### config.mk
export PLATFORM = sky130hd
export DESIGN_NAME = store_drain_unit
export DESIGN_NICKNAME = d
export VERILOG_FILES = /design/src/rtl/store_drain_unit_pkg.sv /design/src/rtl/store_drain_unit_fifo.sv /design/src/rtl/store_drain_unit.sv
export SDC_FILE = /design/constraint.sdc
export NUM_CORES = 1
export LEC_CHECK = 0
export ABC_CLOCK_PERIOD_IN_PS = 25300
export CORE_ASPECT_RATIO = 1.1
export CORE_MARGIN = 4
export CORE_UTILIZATION = 45
export DETAILED_ROUTE_END_ITERATION = 6
export GPL_ROUTABILITY_DRIVEN = 0
export GPL_TIMING_DRIVEN = 1
export PLACE_DENSITY_LB_ADDON = 0.08
export SLEW_MARGIN = 40
export SYNTH_ARGS = -nofsm -noshare
export SYNTH_HDL_FRONTEND = slang
export SYNTH_HIERARCHICAL = 1
export SYNTH_SLANG_ARGS = --single-unit
export TNS_END_PERCENT = 50
### constraint.sdc
create_clock -name clk -period 25.3 [get_ports clk]
set_input_delay 3.795 -clock clk [delete_from_list [all_inputs] [get_ports clk]]
set_output_delay 3.795 -clock clk [all_outputs]
set_load 0.1 [all_outputs]
### src/rtl/store_drain_unit_pkg.sv
// Shared definitions for the store drain unit: store size codes, drain FSM states,
// and the byte-lane encoder used to build memory write beats.
package store_drain_unit_pkg;

    localparam logic [2:0] F3_SB = 3'b000;
    localparam logic [2:0] F3_SH = 3'b001;
    localparam logic [2:0] F3_SW = 3'b010;

    typedef enum logic [1:0] {
        S_IDLE    = 2'd0,
        S_CHECK   = 2'd1,
        S_REQ     = 2'd2,
        S_RELEASE = 2'd3
    } sdu_state_t;

    typedef struct packed {
        logic [3:0]  be;
        logic [31:0] wdata;
    } lane_t;

    function automatic logic store_legal(input logic [2:0] funct3, input logic [1:0] addr_lo);
        logic ok;
        case (funct3)
            F3_SB:   ok = 1'b1;
            F3_SH:   ok = ~addr_lo[0];
            F3_SW:   ok = (addr_lo == 2'b00);
            default: ok = 1'b0;
        endcase
        return ok;
    endfunction

    // Only meaningful for legal stores; illegal codes never reach the memory port.
    function automatic lane_t be_wdata(input logic [2:0]  funct3,
                                       input logic [1:0]  addr_lo,
                                       input logic [31:0] data);
        lane_t l;
        case (funct3)
            F3_SB: begin
                l.be    = 4'b0001 << addr_lo;
                l.wdata = {4{data[7:0]}};
            end
            F3_SH: begin
                l.be    = addr_lo[1] ? 4'b1100 : 4'b0011;
                l.wdata = {2{data[15:0]}};
            end
            default: begin
                l.be    = 4'b1111;
                l.wdata = data;
            end
        endcase
        return l;
    endfunction

endpackage

### src/rtl/store_drain_unit_fifo.sv
// Generic synchronous FIFO; also exposes a key slice of every entry plus occupancy
// bits so the owner can do associative lookups across the whole queue.
module sdu_fifo #(
    parameter int DEPTH   = 8,
    parameter int WIDTH   = 8,
    parameter int KEY_LSB = 0,
    parameter int KEY_W   = 8
) (
    input  logic                               clk,
    input  logic                               reset,
    input  logic                               push,
    input  logic [WIDTH-1:0]                   push_data,
    input  logic                               pop,
    output logic                               full,
    output logic                               empty,
    output logic [$clog2(DEPTH+1)-1:0]         count,
    output logic [WIDTH-1:0]                   head,
    output logic [DEPTH-1:0][KEY_W-1:0]        keys,
    output logic [DEPTH-1:0]                   valid
);

    localparam int PW = $clog2(DEPTH);
    localparam int CW = $clog2(DEPTH + 1);

    logic [DEPTH-1:0][WIDTH-1:0] mem;
    logic [PW-1:0]               wr_ptr;
    logic [PW-1:0]               rd_ptr;
    logic                        do_push;
    logic                        do_pop;

    assign full    = (count == CW'(DEPTH));
    assign empty   = (count == '0);
    assign do_push = push && !full;
    assign do_pop  = pop && !empty;
    assign head    = mem[rd_ptr];

    always_ff @(posedge clk) begin
        if (reset) begin
            wr_ptr <= '0;
            rd_ptr <= '0;
            count  <= '0;
            valid  <= '0;
        end else begin
            if (do_push) wr_ptr <= wr_ptr + 1'b1;
            if (do_pop)  rd_ptr <= rd_ptr + 1'b1;
            count <= count + CW'(do_push) - CW'(do_pop);
            // Push and pop never target the same slot: that needs empty or full.
            if (do_pop)  valid[rd_ptr] <= 1'b0;
            if (do_push) valid[wr_ptr] <= 1'b1;
        end
    end

    always_ff @(posedge clk) begin
        if (do_push) mem[wr_ptr] <= push_data;
    end

    always_comb begin
        keys = '0;
        for (int i = 0; i < DEPTH; i++) begin
            keys[i] = mem[i][KEY_LSB +: KEY_W];
        end
    end

endmodule

### src/rtl/store_drain_unit.sv
// Commit-side store drain: queues retired stores, writes them to data memory in order,
// then pulses a release so the store buffer can free the matching entry.
//
//   state     | meaning
//   ----------+----------------------------------------------------------
//   S_IDLE    | queue empty, nothing to drain
//   S_CHECK   | decode head; load memory beat or drop an illegal store
//   S_REQ     | dmem_req held with stable fields until dmem_ack
//   S_RELEASE | one-cycle memwrite_rob pulse for the store just popped
module store_drain_unit
    import store_drain_unit_pkg::*;
#(
    parameter int DEPTH  = 8,
    parameter int ADDR_W = 32
) (
    input  logic                          clk,
    input  logic                          reset,
    input  logic                          commit_valid,
    output logic                          commit_ready,
    input  logic [ADDR_W-1:0]             commit_addr,
    input  logic [31:0]                   commit_data,
    input  logic [2:0]                    commit_funct3,
    input  logic [31:0]                   commit_inst_num,
    output logic                          dmem_req,
    input  logic                          dmem_ack,
    output logic [ADDR_W-1:0]             dmem_addr,
    output logic [31:0]                   dmem_wdata,
    output logic [3:0]                    dmem_be,
    output logic                          memwrite_rob,
    output logic [ADDR_W-1:0]             mem_addr_rob,
    output logic [31:0]                   inst_num_rob,
    input  logic                          load_chk_valid,
    input  logic [ADDR_W-1:0]             load_chk_addr,
    output logic                          load_conflict,
    output logic                          misalign_err,
    output logic [$clog2(DEPTH+1)-1:0]    count
);

    // Entry layout, LSB first: addr | data | funct3 | inst_num.
    localparam int EW    = ADDR_W + 32 + 3 + 32;
    localparam int KEY_W = ADDR_W - 2;

    sdu_state_t                   state;
    sdu_state_t                   state_nxt;
    logic                         fifo_full;
    logic                         fifo_empty;
    logic                         pop;
    logic [EW-1:0]                head;
    logic [DEPTH-1:0][KEY_W-1:0]  fifo_keys;
    logic [DEPTH-1:0]             fifo_valid;
    logic [ADDR_W-1:0]            head_addr;
    logic [31:0]                  head_data;
    logic [2:0]                   head_funct3;
    logic [31:0]                  head_inst;
    logic                         head_legal;
    lane_t                        head_lane;

    sdu_fifo #(
        .DEPTH   (DEPTH),
        .WIDTH   (EW),
        .KEY_LSB (2),
        .KEY_W   (KEY_W)
    ) u_fifo (
        .clk       (clk),
        .reset     (reset),
        .push      (commit_valid),
        .push_data ({commit_inst_num, commit_funct3, commit_data, commit_addr}),
        .pop       (pop),
        .full      (fifo_full),
        .empty     (fifo_empty),
        .count     (count),
        .head      (head),
        .keys      (fifo_keys),
        .valid     (fifo_valid)
    );

    assign commit_ready = !fifo_full;

    assign head_addr   = head[ADDR_W-1:0];
    assign head_data   = head[ADDR_W +: 32];
    assign head_funct3 = head[ADDR_W+32 +: 3];
    assign head_inst   = head[ADDR_W+35 +: 32];
    assign head_legal  = store_legal(head_funct3, head_addr[1:0]);
    assign head_lane   = be_wdata(head_funct3, head_addr[1:0], head_data);

    assign pop = ((state == S_CHECK) && !head_legal) || ((state == S_REQ) && dmem_ack);

    always_ff @(posedge clk) begin
        if (reset) state <= S_IDLE;
        else       state <= state_nxt;
    end

    always_comb begin
        state_nxt = state;
        case (state)
            S_IDLE:    if (!fifo_empty) state_nxt = S_CHECK;
            S_CHECK:   state_nxt = head_legal ? S_REQ : S_RELEASE;
            S_REQ:     if (dmem_ack) state_nxt = S_RELEASE;
            S_RELEASE: state_nxt = fifo_empty ? S_IDLE : S_CHECK;
            default:   state_nxt = S_IDLE;
        endcase
    end

    always_comb begin
        dmem_req     = (state == S_REQ);
        memwrite_rob = (state == S_RELEASE);
    end

    // Release fields are captured on the pop edge so they line up with the pulse.
    always_ff @(posedge clk) begin
        if (reset) begin
            dmem_addr    <= '0;
            dmem_wdata   <= '0;
            dmem_be      <= '0;
            mem_addr_rob <= '0;
            inst_num_rob <= '0;
            misalign_err <= 1'b0;
        end else begin
            misalign_err <= (state == S_CHECK) && !head_legal;
            if ((state == S_CHECK) && head_legal) begin
                dmem_addr  <= {head_addr[ADDR_W-1:2], 2'b00};
                dmem_be    <= head_lane.be;
                dmem_wdata <= head_lane.wdata;
            end
            if (pop) begin
                mem_addr_rob <= head_addr;
                inst_num_rob <= head_inst;
            end
        end
    end

    always_comb begin
        load_conflict = 1'b0;
        for (int i = 0; i < DEPTH; i++) begin
            if (load_chk_valid && fifo_valid[i] &&
                (fifo_keys[i] == load_chk_addr[ADDR_W-1:2])) begin
                load_conflict = 1'b1;
            end
        end
    end

endmodule

==> impl_metrics.yaml <==
cts:
  cts.path.max_buffers: 3
  cts_max_level: 3
  ctsHoldBuffers: 0
  cts_tree: "built"
  cts_made_buffers: 99
  insertion_delay_ns: 0.67
  path_clk_slew_ns: 0.06
  cts_resized: 0
  ctsRootBufferMaster: "clkbuf_16"
  post_cts_buffers: 0
  numClockSinks: 943
job:
  drv_cap: 0
global_routing:
  grt_max_degree: 109
  overflow: 0
  grt_pass1_wl_mm: 171
  grt_pass1_vias: 23500
  grt_use_total: 0.251
  antenna_found_initial: 13
yosys:
  avgSynthCellArea_um2: 14.6
  ys.warnings.count: 6
  synthArstFlopShare: 0
  ys_ff_latch: 943
  synth_top_family_by_area: "multiplexers"
  synthXorXnorAreaFrac: 0.0528
  synth_cell_types: 67
  synth_area_leaders: "edfxtp_1, dfxtp_1, xor2_1"
  synth_flop_cell: "edfxtp_1"
  synthCells: 2789
  synth_compound_area_frac: 0.0812
  yosys.area_share.simple: 0.0461
  yosys.area.top_type: "edfxtp_1"
  synth_area_mm2: 0.0406
  synth_edf_count: 792
  seq_area_frac_synth: 0.660
  synthMuxAreaShare: 0.0831
  synth-adder-area-share: 0.00419
  synth_top_area_frac: 0.585
sta:
  period_share: 0.413
  slew_headroom: 0.431
  rsz0062_at_grt: "no"
  slew_viol_final: 0
  holdWs_ns: 0.453
  tns_ns: 0
  finClkSkew_ns: 0.0227
  tightest_slew_ns: 0.846
  period_minus_slack_ns: 10.45
  setup-violations-final: 0
  finalHoldViolCount: 0
  max_freq_ghz: 0.0956
final_layout:
  layout_commonest_cell: "edfxtp_1"
  most-common-layout-cells: "edfxtp_1, xor2_1, mux2i_1"
  multi_input_area_mm2: 0.0109
  fillers: 7616
  drive_gt1_frac: 0.160
  syn2layout_area_growth_pct: 10.8
  seq_area_mm2: 0.0268
  fin_nets: 2938
detailed_routing:
  ant_nets: 0
  drtIter0Drc: 2274
  drc: 0
  viasPerCell: 5.75
  vias: 23300
  drt_wl_total_mm: 122
  first_pass_iters: 6
  wl_per_cell_um: 30.1
power_and_ir_drop:
  sw_frac_of_total: 0.360
  p_leak_uw: 0.0154
  p_comb_frac: 0.289
  p_seq_frac: 0.404
  clkPwrFrac: 0.307
  p_int_uw: 2980
  p_per_area_mw_per_mm2: 104
  ir_drop_v: 0.0000648
  power.switching_uw: 1680
setup_path:
  r2r_start: "u_fifo/rd_ptr[2]$_SDFFE_PP0N_"
  worstSetupPathType: "in2out"
  path_max_fanout: 8
  r2r_slack_ns: 19.67
  r2r-end: "u_fifo/count[2]$_SDFF_PP0_"
  reg2regPathDepth: 18
  cp.required_ns: 21.50
  end_kind: "output pin"
  cp-start-kind: "primary input"
  arrival_ns: 6.66
worst_hold_path:
  hp-start: "dmem_addr[2]$_SDFFE_PP0P_"
  holdPathStages: 2
  min_to: "dmem_addr[2]$_SDFFE_PP0P_"
  min_path_type: "reg2reg"
die:
  ios: 277
  num_rows: 115
  initial_utilization: 0.454
  die-area_mm2: 0.0952
  die_x_um: 294
  core_area_mm2: 0.0895
  die-height_um: 323
placement:
  portBuffers: 272
  dp_hpwl_mm: 78.5
run_status:
  outcome: "complete, no violations"
cells by family after synthesis:
group / count (synthesis)
flip-flops: 943
AO/OA/AOI/OAI: 445
buffers and inverters: 445
AND/OR/NAND/NOR: 411
multiplexers: 286
XOR/XNOR: 245
adder cells (fa/ha/maj): 13
other: 1
routing by layer:
layer / track usage / wire (um) / vias to the layer above
met3: 0.0388 / 7800 / 199
met1: 0.312 / 47100 / 11900
li1: - / - / 10300
met2: 0.432 / 60700 / 874
met4: 0.118 / 6180 / 2
met5: 0 / 13 / -
Yosys cell counts, types with 4 or more instances:
cell type / n
o221ai_1: 18
a311oi_2: 4
nor2_1: 106
o21ai_0: 36
a21oi_1: 83
nand4_1: 17
a211o_1: 5
inv_1: 24
a211oi_2: 8
nor2b_1: 6
nand2b_1: 6
dfxtp_1: 151
mux2_2: 42
a21o_1: 16
o22a_1: 20
clkbuf_1: 38
buf_6: 19
nand2_1: 180
ha_1: 12
edfxtp_1: 792
o211ai_1: 12
o31ai_1: 5
o21bai_1: 6
nand3_1: 10
a22oi_1: 60
xor2_1: 243
mux2i_1: 204
o21ai_1: 7
nor3_1: 11
mux4_2: 36
a221oi_1: 93
buf_2: 91
o22ai_1: 33
a311oi_1: 7
nor4_1: 56
buf_4: 265
a22o_1: 17
state kept, by name, summed over array words and instances, names as in the netlist:
name and cells:
inst_num_rob 32, u_fifo/wr_ptr 3, dmem_addr 30, u_fifo/valid 8, mem_addr_rob 32, state 2, u_fifo/count 4, dmem_wdata 32
u_fifo/keys 240, misalign_err 1, dmem_be 4, u_fifo/mem 552, u_fifo/rd_ptr 3
worst max path at each step:
stage,from,endpoint,cells past startpoint
2_1_floorplan,commit_valid,u_fifo/keys[0]$_DFFE_PP_,4
3_3_place_gp,load_chk_addr[24],load_conflict,7
3_5_place_dp,load_chk_addr[10],load_conflict,7
4_1_cts,load_chk_addr[10],load_conflict,7
5_1_grt,load_chk_addr[24],load_conflict,7
6_report,load_chk_addr[24],load_conflict,7
area by class of cell:
class / count / share of cell area
Clock buffer: 152 / 0.0650
Antenna cell: 7 / 0.000389
Clock inverter: 34 / 0.00684
Inverter: 26 / 0.00272
Multi-Input combinational cell: 1402 / 0.242
Tap cell: 1170 / 0.0325
Timing Repair Buffer: 317 / 0.0542
Sequential cell: 943 / 0.596
through the flow:
| stage | instances | util | power [uW] | worst slack [ns] | area, um2 |
|---|---|---|---|---|---|
| floorplan | 2790 | - | 2910 | 13.74 | 40600 |
| global placement | 3855 | 0.473 | 3320 | 14.27 | 42400 |
| detailed placement | 3858 | 0.466 | 3280 | 14.97 | 41700 |
| CTS | 4044 | 0.503 | 4710 | 14.96 | 45000 |
| global route | 4045 | 0.503 | 4830 | 14.88 | 45000 |
| finish | 4051 | 0.503 | 4660 | 14.85 | 45000 |
worst max-delay path, cell delays in order:
cell and delay [ns]:
clkdlybuf4s50_1 0.91, xor2_1 0.18, nor4_1 0.70, nand4_1 0.20, o22ai_1 0.20, or4_1 0.21
buf_2 0.45
power by group through the flow:
| stage | logic (uW) | registers (uW) | clock network [uW] |
|---|---|---|---|
| 6_report | 1350 | 1890 | 1430 |
| 5_1_grt | 1420 | 1900 | 1520 |
| 4_1_cts | 1360 | 1890 | 1460 |
| 3_5_place_dp | 1360 | 1920 | 0 |
| 3_3_place_gp | 1400 | 1910 | 0 |
| 2_1_floorplan | 599 | 2310 | 0 |
Note: power is estimated with default switching activity, not from simulation.
==> RTL change 1 (same flow settings) <==
Make the reset (`reset`) asynchronous in 3 clocked blocks.
--- a/src/rtl/store_drain_unit_fifo.sv
+++ b/src/rtl/store_drain_unit_fifo.sv
@@ -36,3 +36,3 @@
 
-    always_ff @(posedge clk) begin
+    always_ff @(posedge clk or posedge reset) begin
         if (reset) begin
--- a/src/rtl/store_drain_unit.sv
+++ b/src/rtl/store_drain_unit.sv
@@ -87,3 +87,3 @@
 
-    always_ff @(posedge clk) begin
+    always_ff @(posedge clk or posedge reset) begin
         if (reset) state <= S_IDLE;
@@ -109,3 +109,3 @@
     // Release fields are captured on the pop edge so they line up with the pulse.
-    always_ff @(posedge clk) begin
+    always_ff @(posedge clk or posedge reset) begin
         if (reset) begin
Check against the original RTL: differs if reset is asserted again (counterexample within 4 cycles, from zero or initial values and one cycle with reset high); with reset held inactive, the same outputs for 4 cycles.
==> RTL change 1 against the unedited design <==
Total power grew 34%; largest cell class unchanged; highest routed layer unchanged; wire length down 14%; worst setup slack gained 0.0031 ns; area after synthesis up 1.2%; register-to-register slack got worse by 0.49 ns; sequential cell count unchanged; global-route usage shrank 3.2 points; maximum frequency barely moved; critical path type unchanged; hold slack improved by 0.015 ns; synthesized cell count shrank 9.9%; final area is 2.1% higher; via count is 11% lower.
==> RTL change 1: results (changes against the unedited design) <==
Adder-cell share of the synthesized area -> 0.414% (was 0.419%)
First-pass GRT wire length -> 152000 um (was 171000 um)
Leak -> 0.0166 uW (was 0.0154 uW)
Clock Skews -> 0.0263 ns (was 0.0227 ns)
Longest Clk Path Bufs -> 3 (unchanged)
Post-synth cell types -> 45 (was 67)
Synth Area in Compound Gates -> 0.968% (was 8.12%)
Status -> complete, no violations (unchanged)
Largest cells by area after synthesis -> edfxtp_1, mux4_2, dfrtp_1, xor2_1, buf_4 (was edfxtp_1, dfxtp_1, xor2_1, mux2i_1, buf_4)
Via count -> 20700 (was 23300)
DRT Pass-1 Iters -> 5 (was 6)
Global-route total usage across every layer -> 21.9% (was 25.1%)
Wirelength per Cell -> 27.5 um (was 30.1 um)
Largest net degree at the start of global routing -> 75 (was 109)
Iter 0 DRT Violations -> 1428 (was 2274)
Slew @ Worst Pin -> 0.899 ns (was 0.846 ns)
Placed insts -> 3635 (was 3858)
Post-synthesis xor/xnor area fraction -> 5.24% (was 5.28%)
Syn avg cell area -> 16.4 um2 (was 14.6 um2)
Seq/Total Area, Yosys -> 67.1% (was 66.0%)
Register name with the most flops -> u_fifo/mem (unchanged)
Fin nets -> 2706 (was 2938)
Synth top cells by count -> edfxtp_1, nand2_1, buf_4 (was edfxtp_1, buf_4, xor2_1)
Hold crit path type -> flip-flop to flip-flop (unchanged)
Mux share of post-synthesis cell area -> 13.7% (was 8.31%)
Placed cell area -> 42600 um2 (was 41700 um2)
Initial antenna violation count -> 8 (was 13)
Pre-CTS setup slack -> 14.93 ns (was 14.97 ns)
HPWL after DPL -> 67100 um (was 78500 um)
WP data arrival -> 6.66 ns (about the same)
Vias per std cell -> 5.41 (was 5.75)
Number of flops mapped to enable cells by yosys -> 792 (unchanged)
Layout cells sized above 1 -> 23.2% (was 16.0%)
Worst VDD drop -> 0.000122 V (was 0.0000648 V)
Asr flop ratio synth -> 16.0% (was 0%)
[RTL change 1: cell count changes in the layout (fill, tap and decap cells not counted), moves of 24 or more]
cell and delta:
o22ai_1 -28, a221oi_1 -93, dfrtp_1 +148, mux2i_1 -180, mux2_4 +47, a21oi_1 -81
nand2b_1 +100, a22oi_1 -59, mux2_2 -24, dfxtp_1 -148, nor2_1 -99, mux4_2 +162
nand2_1 +177
[RTL change 1: worst max-delay path, stage by stage]
cell	delay [ns]
clkdlybuf4s50_1	0.75
xor2_1	0.33
nor4_1	0.78
nand4_1	0.20
o22ai_1	0.14
or4_1	0.19
buf_2	0.45
[RTL change 1: per-layer routing]
metal,track usage (%),vias to the layer above,part of all wire [%]
li1,-,9133,-
met4,7.64,8,3.7
met1,29.0,10800,40
met3,3.78,163,5.9
met5,0,-,0.049
met2,36.6,605,50
[RTL change 1: path summary, 6_finish.rpt]
path                                    from               end  slack [ns]  depth (start not counted)
setup reg to reg            u_fifo/rd_ptr[2]   u_fifo/valid[1]       19.18                         14
max in group asynchronous              reset  inst_num_rob[31]       20.38                          3
hold / removal                 dmem_addr[23]     dmem_addr[23]        0.47                          2
setup / recovery           load_chk_addr[22]     load_conflict       14.85                          7
hold reg to reg                dmem_addr[23]     dmem_addr[23]        0.47                          2
min in group asynchronous              reset   u_fifo/count[2]        3.73                          2
[RTL change 1: layout make-up]
type,instances,area (um2)
diodes,5,12.5
clock buffers,149,2910
clock inverters,36,403
fillers,7584,44900
inverters,18,75.1
multi-input cells,1186,11100
flip-flops and latches,943,27600
well taps,1180,1480
repair buffers,309,2380
[RTL change 1: where the power goes]
part           total (uW)  leakage [uW]  internal, uW  switching, uW
registers            2190       0.00902          2020            168
clock network        1460       0.00163           876            586
logic                2590       0.00591           803           1780
total                6230        0.0166          3700           2540
==> RTL change 2 (config.mk and constraints unchanged) <==
Without the edit above. Change the parameter `ADDR_W` from 32 to 24.
--- a/src/rtl/store_drain_unit.sv
+++ b/src/rtl/store_drain_unit.sv
@@ -13,3 +13,3 @@
     parameter int DEPTH  = 8,
-    parameter int ADDR_W = 32
+    parameter int ADDR_W = 24
 ) (
Ports: changed (resized commit_addr, dmem_addr, load_chk_addr and mem_addr_rob); port bits go from 277 to 245. No check against the original RTL was run, so the function may have changed too.
==> RTL change 2 against the unedited design <==
Total power decreased by 9.4%; largest power group unchanged; synthesized cell count fell by 14%; combinational power down 9.6%; clock skew is 0.0023 ns lower; final area is 9.7% lower; wire length is 15% lower; highest routed layer unchanged; maximum frequency is 2.3% higher; sequential cell count decreased by 80; area after synthesis is 11% lower; critical path depth unchanged; worst setup slack gained 0.23 ns; critical endpoint unchanged.
==> RTL change 2: results (changes against the unedited design) <==
Number of flip-flops in the largest register -> 552 (unchanged)
Initial antenna violation count -> 12 (was 13)
Leak -> 0.0134 uW (was 0.0154 uW)
Synth top cells by count -> edfxtp_1, buf_4, mux2i_1 (was edfxtp_1, buf_4, xor2_1)
Status -> complete, no violations (unchanged)
Register name with the most flops -> u_fifo/mem (unchanged)
Hold crit path type -> flip-flop to flip-flop (unchanged)
Layout cells sized above 1 -> 17.5% (was 16.0%)
Fin nets -> 2574 (was 2938)
Longest Clk Path Bufs -> 3 (unchanged)
Iter 0 DRT Violations -> 1745 (was 2274)
Asr flop ratio synth -> 0% (unchanged)
Vias in the first global route -> 20900 (was 23500)
Clock Skews -> 0.0204 ns (was 0.0227 ns)
Worst VDD drop -> 0.0000753 V (was 0.0000648 V)
Slew @ Worst Pin -> 0.891 ns (was 0.846 ns)
IO Port Bufs -> 240 (was 272)
Clock Root Buffer -> clkbuf_16 (unchanged)
Detailed Route WL -> 104000 um (was 122000 um)
DRT Pass-1 Iters -> 5 (was 6)
Num CTS Buffers -> 90 (was 99)
Clk_lat worst skew -> 0.64 ns (was 0.67 ns)
Reg clk slew, reported paths -> 0.06 ns (about the same)
Largest cells by area after synthesis -> edfxtp_1, dfxtp_1, mux2i_1, buf_4, xnor2_1 (was edfxtp_1, dfxtp_1, xor2_1, mux2i_1, buf_4)
HPWL after DPL -> 64600 um (was 78500 um)
Post-synth cell types -> 65 (was 67)
WP data arrival -> 6.43 ns (was 6.66 ns)
Yosys Warn Count -> 6 (unchanged)
Number of flops mapped to enable cells by yosys -> 728 (was 792)
Global-route total usage across every layer -> 23.9% (was 25.1%)
Pre-CTS setup slack -> 15.11 ns (was 14.97 ns)
First-pass GRT wire length -> 148000 um (was 171000 um)
Vias per std cell -> 5.72 (was 5.75)
Seq/Total Area, Yosys -> 67.7% (was 66.0%)
Largest net degree at the start of global routing -> 97 (was 109)
==> RTL change 2: cell count changes in the layout (fill, tap and decap cells not counted), sizes merged, moves of 16 or more <==
cell / before / now
clkbuf: 152 / 130
mux4: 36 / 61
xnor2: 2 / 162
mux2i: 204 / 174
nor4: 56 / 16
nand2: 181 / 137
clkdlybuf4s50: 132 / 116
xor2: 243 / 19
dfxtp: 151 / 135
nand4: 17 / 34
a221oi: 96 / 40
edfxtp: 792 / 728
==> RTL change 2: layout make-up <==
| cell class | instances | area [um2] |
|---|---|---|
| inverters | 25 | 114 |
| well taps | 1045 | 1310 |
| clock buffers | 130 | 2480 |
| flip-flops and latches | 863 | 24600 |
| repair buffers | 287 | 2180 |
| multi-input cells | 1174 | 9560 |
| clock inverters | 38 | 379 |
| diodes | 8 | 20.0 |
| fillers | 6669 | 38800 |
==> RTL change 2: where the power goes <==
part / leakage [uW] / internal, uW / switching (uW)
sequential: 0.00771 / 1660 / 58.8
clock: 0.00138 / 738 / 549
combinational: 0.00427 / 327 / 893
==> RTL change 2: cells by family (layout without fill, tap and decap cells) <==
family                   Yosys count  in the layout  share of synthesized area [%]
other                              1             10                         0.0103
XOR/XNOR                         181            181                           4.37
multiplexers                     273            273                           9.82
AO/OA/AOI/OAI                    372            372                           7.41
adder cells (fa/ha/maj)           13             13                          0.469
buffers and inverters            352            480                           6.15
AND/OR/NAND/NOR                  333            333                           4.12
flip-flops                       863            863                           67.7
==> RTL change 2: routing by layer <==
layer	track usage [%]	up-vias	wire length (um)
met3	4.29	188	6500
met5	0	-	50
li1	-	9058	-
met1	30.0	10500	40800
met2	41.1	681	52100
met4	10.1	8	4640
==> RTL change 2: worst max-delay path: stages <==
cell and delay [ns]:
clkdlybuf4s50_1 0.68, xnor2_1 0.56, nand4_1 0.15, nor4_1 0.46, a22oi_1 0.16, nand4_1 0.17
buf_2 0.45
==> RTL change 2: path summary, 6_finish.rpt <==
check	slack [ns]	end	startpoint	depth (start not counted)
setup / recovery	15.08	load_conflict	load_chk_addr[16]	7
hold / removal	0.45	dmem_wdata[26]	dmem_wdata[26]	2
setup reg to reg	19.91	u_fifo/count[2]	u_fifo/rd_ptr[2]	20
hold reg to reg	0.45	dmem_wdata[26]	dmem_wdata[26]	2
==> RTL change 2: per-stage QoR <==
step	hold WS, ns	std cells	utilization [%]	area (um2)	total power, uW
2_1_floorplan	0.443	2389	-	36300	2660
3_3_place_gp	0.449	3393	48.2	38300	3020
3_5_place_dp	0.445	3394	47.5	37700	2980
4_1_cts	0.453	3562	51.1	40600	4270
5_1_grt	0.476	3563	51.1	40600	4390
6_report	0.450	3570	51.1	40600	4230
